<file path="config.mk">
export PLATFORM = sky130hd
export DESIGN_NAME = mac_feeder_flat
export DESIGN_NICKNAME = d
export VERILOG_FILES = /design/src/rtl/mac_feeder_if.sv /design/src/rtl/mac_feeder.sv /design/src/flat_wrapper.sv
export SDC_FILE = /design/constraint.sdc
export NUM_CORES = 1
export LEC_CHECK = 0
export CAP_MARGIN = 40
export CELL_PAD_IN_SITES_DETAIL_PLACEMENT = 1
export CELL_PAD_IN_SITES_GLOBAL_PLACEMENT = 1
export CORE_AREA = 2 2 254 306
export CTS_CLUSTER_DIAMETER = 200
export CTS_CLUSTER_SIZE = 10
export DETAILED_ROUTE_END_ITERATION = 7
export DIE_AREA = 0 0 256 308
export GPL_TIMING_DRIVEN = 0
export PLACE_DENSITY = 0.68
export SLEW_MARGIN = 25
export SYNTH_ARGS = -nofsm -noshare
export SYNTH_HDL_FRONTEND = slang
export SYNTH_SLANG_ARGS = --single-unit
</file>
<file path="constraint.sdc">
create_clock -name clk -period 5.8 [get_ports clk]
set_input_delay 1.45 -clock clk [delete_from_list [all_inputs] [get_ports clk]]
set_output_delay 1.45 -clock clk [all_outputs]
set_load 0.02 [all_outputs]
</file>
<file path="src/rtl/mac_feeder_if.sv">
// Bus between the feeder and its MAC PE plus the downstream psum port.
// psum handshake: a result moves only on a rising edge where psum_valid && psum_ready;
// while valid is high and ready is low, psum_valid and psum_data hold steady.
interface mac_feeder_if #(
  parameter int DATA_BITWIDTH = 8,
  parameter int PSUM_W        = 32
) ();
  logic                     en_MAC_din;
  logic                     en_MAC_dout;
  logic [DATA_BITWIDTH-1:0] iact;
  logic [DATA_BITWIDTH-1:0] wght;
  logic [PSUM_W-1:0]        mac_dout;
  logic                     psum_valid;
  logic                     psum_ready;
  logic [PSUM_W-1:0]        psum_data;

  modport master (
    output en_MAC_din, en_MAC_dout, iact, wght, psum_valid, psum_data,
    input  mac_dout, psum_ready
  );

  modport slave (
    input  en_MAC_din, en_MAC_dout, iact, wght, psum_valid, psum_data,
    output mac_dout, psum_ready
  );
endinterface

</file>
<file path="src/rtl/mac_feeder.sv">
// Streams one kernel from local scratchpads into a pipelined MAC, flushes it,
// captures the accumulated result and offers it on a valid/ready port.
module mac_feeder #(
  parameter int DATA_BITWIDTH = 8,
  parameter int KERNEL_SIZE   = 49,
  parameter int ADDR_W        = 6,
  parameter int PSUM_W        = 32
) (
  input  logic                     clk,
  input  logic                     rstN,
  input  logic                     ld_iact_we,
  input  logic                     ld_wght_we,
  input  logic [ADDR_W-1:0]        ld_addr,
  input  logic [DATA_BITWIDTH-1:0] ld_data,
  input  logic                     start,
  output logic                     busy,
  output logic [2:0]               dbg_state,
  mac_feeder_if.master             bus
);

  typedef enum logic [2:0] {
    S_IDLE    = 3'd0,
    S_STREAM  = 3'd1,
    S_FLUSH   = 3'd2,
    S_WAIT    = 3'd3,
    S_CAPTURE = 3'd4,
    S_OUTPUT  = 3'd5
  } state_t;

  localparam logic [ADDR_W-1:0] K_LAST = ADDR_W'(KERNEL_SIZE - 1);

  state_t                   state, state_next;
  logic [ADDR_W-1:0]        k, k_next;
  logic [DATA_BITWIDTH-1:0] iact_spad [KERNEL_SIZE];
  logic [DATA_BITWIDTH-1:0] wght_spad [KERNEL_SIZE];
  logic                     addr_ok;
  logic                     din_n, dout_n;
  logic [DATA_BITWIDTH-1:0] iact_n, wght_n;

  assign addr_ok   = {1'b0, ld_addr} < (ADDR_W + 1)'(KERNEL_SIZE);
  assign busy      = (state != S_IDLE);
  assign dbg_state = state;

  // Scratchpads hold data across reset; loads only land while idle.
  always_ff @(posedge clk) begin
    if (state == S_IDLE && addr_ok) begin
      if (ld_iact_we) iact_spad[ld_addr] <= ld_data;
      if (ld_wght_we) wght_spad[ld_addr] <= ld_data;
    end
  end

  always_ff @(posedge clk or negedge rstN) begin
    if (!rstN) begin
      state <= S_IDLE;
      k     <= '0;
    end else begin
      state <= state_next;
      k     <= k_next;
    end
  end

  always_comb begin
    state_next = state;
    k_next     = k;
    case (state)
      S_IDLE: begin
        if (start) begin
          state_next = S_STREAM;
          k_next     = '0;
        end
      end
      S_STREAM: begin
        if (k == K_LAST) state_next = S_FLUSH;
        else             k_next     = k + ADDR_W'(1);
      end
      S_FLUSH:   state_next = S_WAIT;
      S_WAIT:    state_next = S_CAPTURE;
      S_CAPTURE: state_next = S_OUTPUT;
      S_OUTPUT: begin
        if (bus.psum_valid && bus.psum_ready) state_next = S_IDLE;
      end
      default:   state_next = S_IDLE;
    endcase
  end

  // MAC-side values are decoded from the upcoming state so they can be
  // registered and still line up with the state they belong to.
  always_comb begin
    din_n  = 1'b0;
    dout_n = 1'b0;
    iact_n = '0;
    wght_n = '0;
    case (state_next)
      S_STREAM: begin
        din_n  = 1'b1;
        iact_n = iact_spad[k_next];
        wght_n = wght_spad[k_next];
      end
      S_FLUSH: begin
        din_n  = 1'b1;
        dout_n = 1'b1;
      end
      default: ;
    endcase
  end

  always_ff @(posedge clk or negedge rstN) begin
    if (!rstN) begin
      bus.en_MAC_din  <= 1'b0;
      bus.en_MAC_dout <= 1'b0;
      bus.iact        <= '0;
      bus.wght        <= '0;
    end else begin
      bus.en_MAC_din  <= din_n;
      bus.en_MAC_dout <= dout_n;
      bus.iact        <= iact_n;
      bus.wght        <= wght_n;
    end
  end

  always_ff @(posedge clk or negedge rstN) begin
    if (!rstN) begin
      bus.psum_valid <= 1'b0;
      bus.psum_data  <= '0;
    end else if (state == S_CAPTURE) begin
      bus.psum_valid <= 1'b1;
      bus.psum_data  <= bus.mac_dout;
    end else if (bus.psum_valid && bus.psum_ready) begin
      bus.psum_valid <= 1'b0;
    end
  end

endmodule

</file>
<file path="src/flat_wrapper.sv">
// flat-port wrapper written by rule: the top's interface ports become plain ports
module mac_feeder_flat 
#(
  parameter int DATA_BITWIDTH = 8,
  parameter int KERNEL_SIZE   = 49,
  parameter int ADDR_W        = 6,
  parameter int PSUM_W        = 32
)
  (clk, rstN, ld_iact_we, ld_wght_we, ld_addr, ld_data, start, busy, dbg_state, bus_en_MAC_din, bus_en_MAC_dout, bus_iact, bus_wght, bus_psum_valid, bus_psum_data, bus_mac_dout, bus_psum_ready);
  mac_feeder_if #(.DATA_BITWIDTH(DATA_BITWIDTH), .PSUM_W(PSUM_W)) bus_i ();
  input  logic clk;
  input  logic rstN;
  input  logic ld_iact_we;
  input  logic ld_wght_we;
  input  logic [ADDR_W-1:0] ld_addr;
  input  logic [DATA_BITWIDTH-1:0] ld_data;
  input  logic start;
  output logic busy;
  output logic [2:0] dbg_state;
  output wire logic [$bits(bus_i.en_MAC_din)-1:0] bus_en_MAC_din;
  output wire logic [$bits(bus_i.en_MAC_dout)-1:0] bus_en_MAC_dout;
  output wire logic [$bits(bus_i.iact)-1:0] bus_iact;
  output wire logic [$bits(bus_i.wght)-1:0] bus_wght;
  output wire logic [$bits(bus_i.psum_valid)-1:0] bus_psum_valid;
  output wire logic [$bits(bus_i.psum_data)-1:0] bus_psum_data;
  input wire logic [$bits(bus_i.mac_dout)-1:0] bus_mac_dout;
  input wire logic [$bits(bus_i.psum_ready)-1:0] bus_psum_ready;
  assign bus_en_MAC_din = bus_i.en_MAC_din;
  assign bus_en_MAC_dout = bus_i.en_MAC_dout;
  assign bus_iact = bus_i.iact;
  assign bus_wght = bus_i.wght;
  assign bus_psum_valid = bus_i.psum_valid;
  assign bus_psum_data = bus_i.psum_data;
  assign bus_i.mac_dout = bus_mac_dout;
  assign bus_i.psum_ready = bus_psum_ready;
  mac_feeder #(.DATA_BITWIDTH(DATA_BITWIDTH), .KERNEL_SIZE(KERNEL_SIZE), .ADDR_W(ADDR_W), .PSUM_W(PSUM_W)) u_core (.clk(clk), .rstN(rstN), .ld_iact_we(ld_iact_we), .ld_wght_we(ld_wght_we), .ld_addr(ld_addr), .ld_data(ld_data), .start(start), .busy(busy), .dbg_state(dbg_state), .bus(bus_i));
endmodule
</file>
==> results of run 1 <==
layer usage:
| metal | up-vias | wire length, um | GRT usage [%] |
|---|---|---|---|
| li1 | 9580 | - | - |
| met1 | 11469 | 42600 | 34.9 |
| met2 | 983 | 54100 | 47.3 |
| met3 | 245 | 7760 | 4.17 |
| met4 | 0 | 6800 | 17.0 |
| met5 | - | 0 | 0 |
sequential cells by signal, indices dropped and copies added (netlist names):
signal,flops
u_core.bus.psum_data,32
u_core.iact_spad,392
u_core.dbg_state,3
u_core.bus.iact,8
u_core.bus.en_MAC_din,1
u_core.wght_spad,392
u_core.bus.psum_valid,1
u_core.bus.wght,8
u_core.k,6
u_core.bus.en_MAC_dout,1
through the flow:
step	power [uW]	cell area, um2	setup TNS, ns	cells
2_1_floorplan	12400	33800	0	2401
3_3_place_gp	16600	36100	-55.58	3522
3_5_place_dp	16900	36600	-0.145	3553
4_1_cts	22200	39200	0	3698
5_1_grt	23000	39400	0	3724
6_report	22300	39400	0	3726
cell type report:
| type | instances | share of cell area, % |
|---|---|---|
| Inverter | 13 | 0.124 |
| Buffer | 162 | 1.90 |
| Multi-Input combinational cell | 1382 | 20.2 |
| Clock buffer | 138 | 6.44 |
| Tap cell | 1017 | 3.23 |
| Sequential cell | 844 | 63.6 |
| Timing Repair Buffer | 161 | 4.26 |
| Antenna cell | 2 | 0.0127 |
| Clock inverter | 7 | 0.241 |
worst paths after layout:
| path | startpoint | endpoint | slack, ns | depth (start not counted) |
|---|---|---|---|---|
| min in group asynchronous | rstN | u_core.bus.psum_data[10]$_DFFE_PN0P_ | 0.64 | 1 |
| max in group asynchronous | rstN | u_core.bus.wght[3]$_DFF_PN0_ | 4.65 | 2 |
| min reg2reg | u_core.bus.psum_data[8]$_DFFE_PN0P_ | u_core.bus.psum_data[8]$_DFFE_PN0P_ | 0.51 | 1 |
| max | start | u_core.bus.iact[6]$_DFF_PN0_ | 0.44 | 11 |
| max reg2reg | u_core.dbg_state[1]$_DFF_PN0_ | u_core.bus.iact[6]$_DFF_PN0_ | 0.99 | 11 |
| min | u_core.bus.psum_data[8]$_DFFE_PN0P_ | u_core.bus.psum_data[8]$_DFFE_PN0P_ | 0.51 | 1 |
critical path, stage by stage:
cell and delay [ns]:
clkdlybuf4s50_1 0.52, nor2_1 0.09, o21ai_0 0.47, and2_1 0.21, buf_4 0.22, buf_2 0.37
clkbuf_1 0.53, a31o_2 0.29, o22ai_1 0.30, nor4_1 1.00, a211oi_1 0.33
cell usage in the layout, fill, tap and decap left out, types with 16 or more instances in the layout:
cell             instances
o22ai_1                 16
a311oi_1                20
buf_1                   16
a21oi_1                 20
a211oi_1               165
buf_4                   42
nor4_1                  16
edfxtp_1               784
and3_1                 133
nand2_1                475
buf_6                   19
clkbuf_16               95
nor3_1                  21
nor2_1                 102
dfrtp_1                 60
clkbuf_1               117
mux2_2                  32
mux2i_1                 91
clkdlybuf4s50_1         95
a31o_2                  42
a31oi_1                 16
nand3_1                159
buf_2                   56
power groups by stage:
stage / Sequential, uW / Combinational, uW / Clock (uW)
CTS: 6950 / 9850 / 5420
global placement: 7100 / 9520 / 0
finish: 6950 / 10000 / 5370
floorplan: 7210 / 5200 / 0
global route: 6970 / 10400 / 5630
detailed placement: 7080 / 9800 / 0
cell families after synthesis:
group,after synthesis,synth area share [%]
buffers and inverters,175,2.35
XOR/XNOR,1,0.0259
flip-flops,844,74.1
AND/OR/NAND/NOR,940,12.5
AO/OA/AOI/OAI,316,7.13
adder cells (fa/ha/maj),2,0.0740
multiplexers,123,3.76
==> impl_metrics.yaml, run 1 <==
run_status:
  status: "completed"
yosys:
  synthTopCellsByCount: "784 x edfxtp_1, 475 x nand2_1, 165 x a211oi_1"
  ys_warn_count: 0
  yosysSeqAreaShare_pct: 74.1
  synth-seq-cells: 844
  ys_types: 52
  synth_edf_count: 784
  netlist.area_leader.share_pct: 69.7
  netlist_area_mm2: 0.0338
  synthFlopType: "edfxtp_1"
  synth_cells: 2401
  syn_nets: 2455
  synth.area.top_cells: "edfxtp_1 70%, nand2_1 5.3%, dfrtp_1 4.4%"
  yosys.area.top_type: "edfxtp_1"
  synth_most_common_cell: "edfxtp_1"
  synthArstFlopShare_pct: 7.11
  syn_area_per_cell_um2: 14.1
finish:
  layout-drive-gt1-share_pct: 12.2
  nets: 2712
  final_util_pct: 51.9
  areaGrowthSynthToFinish_pct: 16.6
  multi_input_comb_area_mm2: 0.00797
  nFillCells: 7524
  ff_latch_area_mm2: 0.0250
clock_network:
  clk_pin_slew_ns: 0.05
  cts_made_buffers: 94
  cts-htree-levels: 3
  clock_latency_ns: 0.67
  cts_resized: 0
  cts_root_buffer: "clkbuf_16"
  cts_tree: "done"
  clk_path_buf_depth: 3
  post-cts-setup-buffers: 0
  clock-sinks: 844
  cts_hold_buf: 0
timing:
  fmax_ghz: 0.187
  final.min_clock_period_ns: 5.36
  maxSlewHeadroom_pct: 29.1
  rsz0062_at_grt: "false"
  setup_viol: 0
  final.setup_skew_ns: 0.0396
  hold_violations: 0
  maxSlewViolCount: 0
  finalCritPeriodShare_pct: 92.4
  worst_pin_slew_ns: 1.05
  worst_hold_slack_ns: 0.505
  final.setup.worst_slack_ns: 0.440
placement:
  pre_cts_ws_ns: -0.0652
  hpwl_um: 77800
  place_congestion: 0.916
  io_buffers: 104
die:
  die_x_um: 256
  row_count: 111
  pin_count: 107
  die_area_mm2: 0.0788
  die_h_um: 308
  coreArea_mm2: 0.0760
  initial_core_util_pct: 44.5
critical_path:
  crit_fanout: 10
  path_class: "in -> reg"
  critPathCaptureType: "register"
  cp-start-kind: "input port"
  critPathArrivalTime_ns: 5.80
  crit_required_ns: 6.24
global_route:
  antenna_found_initial: 2
  track_usage_pct: 28.3
  grt.overflow.total: 0
  grt_pass1_vias: 23213
  grt_max_degree: 81
  grt_pass1_wl_um: 161000
power_and_ir_drop:
  vdd_drop_max_uv: 382
  p_sw_uw: 9560
  pwr-share-clk_pct: 24.1
  internal-power_uw: 12800
  netSwitchingFraction_pct: 42.8
  p_leak_uw: 0.0137
  seqPwrFrac_pct: 31.2
  p_comb_share_pct: 44.8
  p_per_area_mw_per_mm2: 567
drt:
  drt_wl_total_um: 111000
  wl_per_cell_um: 29.9
  drc: 0
  vias_per_cell: 5.98
  num_vias: 22277
  drtIter0Drc: 2168
  drtPass1Iterations: 5
  ant_nets: 0
run:
  maxCapViolations: 0
worst_hold_path:
  hold_class: "reg -> reg"
No activity file was read; power rests on OpenSTA's default activity.
==> inputs of run 2 (changes only) <==
--- a/config.mk
+++ b/config.mk
@@ -5,16 +5,18 @@
 export SDC_FILE = /design/constraint.sdc
 export NUM_CORES = 1
 export LEC_CHECK = 0
+export ABC_AREA = 0
+export ABC_CLOCK_PERIOD_IN_PS = 5800
 export CAP_MARGIN = 40
 export CELL_PAD_IN_SITES_DETAIL_PLACEMENT = 1
 export CELL_PAD_IN_SITES_GLOBAL_PLACEMENT = 1
-export CORE_AREA = 2 2 254 306
+export CORE_AREA = 2 2 310 373
 export CTS_CLUSTER_DIAMETER = 200
 export CTS_CLUSTER_SIZE = 10
 export DETAILED_ROUTE_END_ITERATION = 7
-export DIE_AREA = 0 0 256 308
+export DIE_AREA = 0 0 312 375
 export GPL_TIMING_DRIVEN = 0
-export PLACE_DENSITY = 0.68
+export PLACE_DENSITY = 0.49
 export SLEW_MARGIN = 25
 export SYNTH_ARGS = -nofsm -noshare
 export SYNTH_HDL_FRONTEND = slang
==> impl_metrics.yaml, run 2 (synthesized netlist as in run 1, its figures left out) <==
power_and_ir_drop:
  p_per_area_mw_per_mm2: 575
  seqPwrFrac_pct: 30.0
  p_sw_uw: 10200
  pwr-share-clk_pct: 23.4
  vdd_drop_max_uv: 322
  internal-power_uw: 12900
  netSwitchingFraction_pct: 44.1
  p_leak_uw: 0.0137
  p_comb_share_pct: 46.6
clock_network:
  cts_made_buffers: 94
  clock_latency_ns: 0.70
  clk_pin_slew_ns: 0.06
  cts_tree: "done"
  cts_hold_buf: 0
  cts_root_buffer: "clkbuf_16"
  cts-htree-levels: 3
  cts_resized: 0
  post-cts-setup-buffers: 0
  clock-sinks: 844
  clk_path_buf_depth: 3
die:
  row_count: 136
  coreArea_mm2: 0.114
  die_h_um: 375
  initial_core_util_pct: 29.7
  die_area_mm2: 0.117
  die_x_um: 312
  pin_count: 107
timing:
  final.setup.worst_slack_ns: 0.528
  hold_violations: 0
  final.min_clock_period_ns: 5.27
  fmax_ghz: 0.190
  rsz0062_at_grt: "false"
  finalCritPeriodShare_pct: 90.9
  final.setup_skew_ns: 0.0338
  maxSlewViolCount: 0
  worst_pin_slew_ns: 0.918
  setup_viol: 0
  maxSlewHeadroom_pct: 37.2
critical_path:
  r2r_start: "u_core.dbg_state[1]$_DFF_PN0_"
  crit_required_ns: 6.29
  critPathArrivalTime_ns: 5.76
  r2r_cells: 11
  path_class: "in -> reg"
  cp-startpoint: "start"
  critPathCaptureType: "register"
  cp-start-kind: "input port"
  crit_fanout: 10
drt:
  drt_wl_total_um: 125000
  num_vias: 21925
  vias_per_cell: 5.16
  drtIter0Drc: 1803
  drtPass1Iterations: 5
  drc: 0
  ant_nets: 0
  wl_per_cell_um: 29.3
global_route:
  grt_pass1_vias: 22865
  grt_max_degree: 77
  grt_pass1_wl_um: 176000
  track_usage_pct: 21.2
  grt.overflow.total: 0
  antenna_found_initial: 3
worst_hold_path:
  hold_class: "reg -> reg"
  min_path_cells: 1
  hp-start: "u_core.bus.psum_data[27]$_DFFE_PN0P_"
finish:
  nets: 2727
  stdcell_count: 4246
  mostFrequentLayoutCells: "784 x edfxtp_1, 475 x nand2_1, 164 x a211oi_1, 159 x nand3_1, 133 x and3_1"
  areaGrowthSynthToFinish_pct: 19.0
  top_regs: "u_core.iact_spad x392, u_core.wght_spad x392, u_core.bus.psum_data x32"
  layout-drive-gt1-share_pct: 13.3
  final_common_cell: "edfxtp_1"
placement:
  io_buffers: 104
  pre_cts_ws_ns: -0.367
  place_congestion: 0.853
  hpwl_um: 88700
  placed_cells: 4072
run:
  maxCapViolations: 0
run_status:
  status: "completed"
## run 2: cell count changes in the layout (fill, tap and decap cells not counted), moves of 2 or more
cell             change
clkdlybuf4s18_2      +4
inv_16               -3
clkinv_8             +2
buf_4                +6
nor2_2               +4
nor2_1               -4
buf_2               +10
nor4_1               -7
nor4_2               +7
## run 2: path summary, 6_finish.rpt
check | to | slack (ns)
hold / removal | u_core.bus.psum_data[27]$_DFFE_PN0P_ | 0.50
max in group asynchronous | u_core.bus.wght[6]$_DFF_PN0_ | 4.59
setup / recovery | u_core.bus.iact[3]$_DFF_PN0_ | 0.53
min in group asynchronous | u_core.bus.psum_data[0]$_DFFE_PN0P_ | 0.63
hold reg to reg | u_core.bus.psum_data[27]$_DFFE_PN0P_ | 0.50
setup reg to reg | u_core.bus.iact[3]$_DFF_PN0_ | 0.91
## run 2: stage by stage
| stage | hold WS, ns | area, um2 | power (uW) | utilization [%] | TNS, ns |
|---|---|---|---|---|---|
| CTS | 0.508 | 40000 | 23300 | 35.2 | 0 |
| global route | 0.517 | 40200 | 24000 | 35.4 | 0 |
| global placement | 0.488 | 36700 | 17400 | 32.3 | -253.95 |
| detailed placement | 0.495 | 37400 | 17800 | 32.9 | -0.390 |
| floorplan | 0.568 | 33800 | 12400 | - | 0 |
| finish | 0.502 | 40200 | 23100 | 35.4 | 0 |
## run 2: layout make-up
| class | count | area (um2) |
|---|---|---|
| diodes | 2 | 5.00 |
| plain buffers | 162 | 752 |
| clock buffers | 141 | 2530 |
| clock inverters | 8 | 106 |
| fillers | 11966 | 73500 |
| inverters | 13 | 48.8 |
| multi-input cells | 1382 | 8040 |
| flip-flops and latches | 844 | 25000 |
| well taps | 1518 | 1900 |
| repair buffers | 176 | 1770 |
## run 2: critical path, stage by stage
cell and delay (ns):
clkdlybuf4s50_1 0.59, or2_2 0.39, o2111ai_2 0.24, buf_6 0.22
nand2_1 0.08, buf_2 0.27, nand3_1 0.43, clkbuf_1 0.54
a211oi_1 0.18, a31o_2 0.32, nor4_2 0.71, a211oi_1 0.31
## run 2: metal layers
metal  track usage [%]  up-vias  part of all wire, %
li1                  -     9625                    -
met1              26.9    11456                   41
met2              36.0      629                   49
met3              2.96      213                  4.9
met4              9.52        2                  4.4
met5                 0        -               0.0088
## run 2: power by group through the flow
stage	clock, uW	combinational (uW)	sequential, uW
floorplan	0	5200	7210
global placement	0	10300	7090
detailed placement	0	10700	7060
CTS	5540	10800	6940
global route	5760	11300	6960
finish	5410	10800	6940
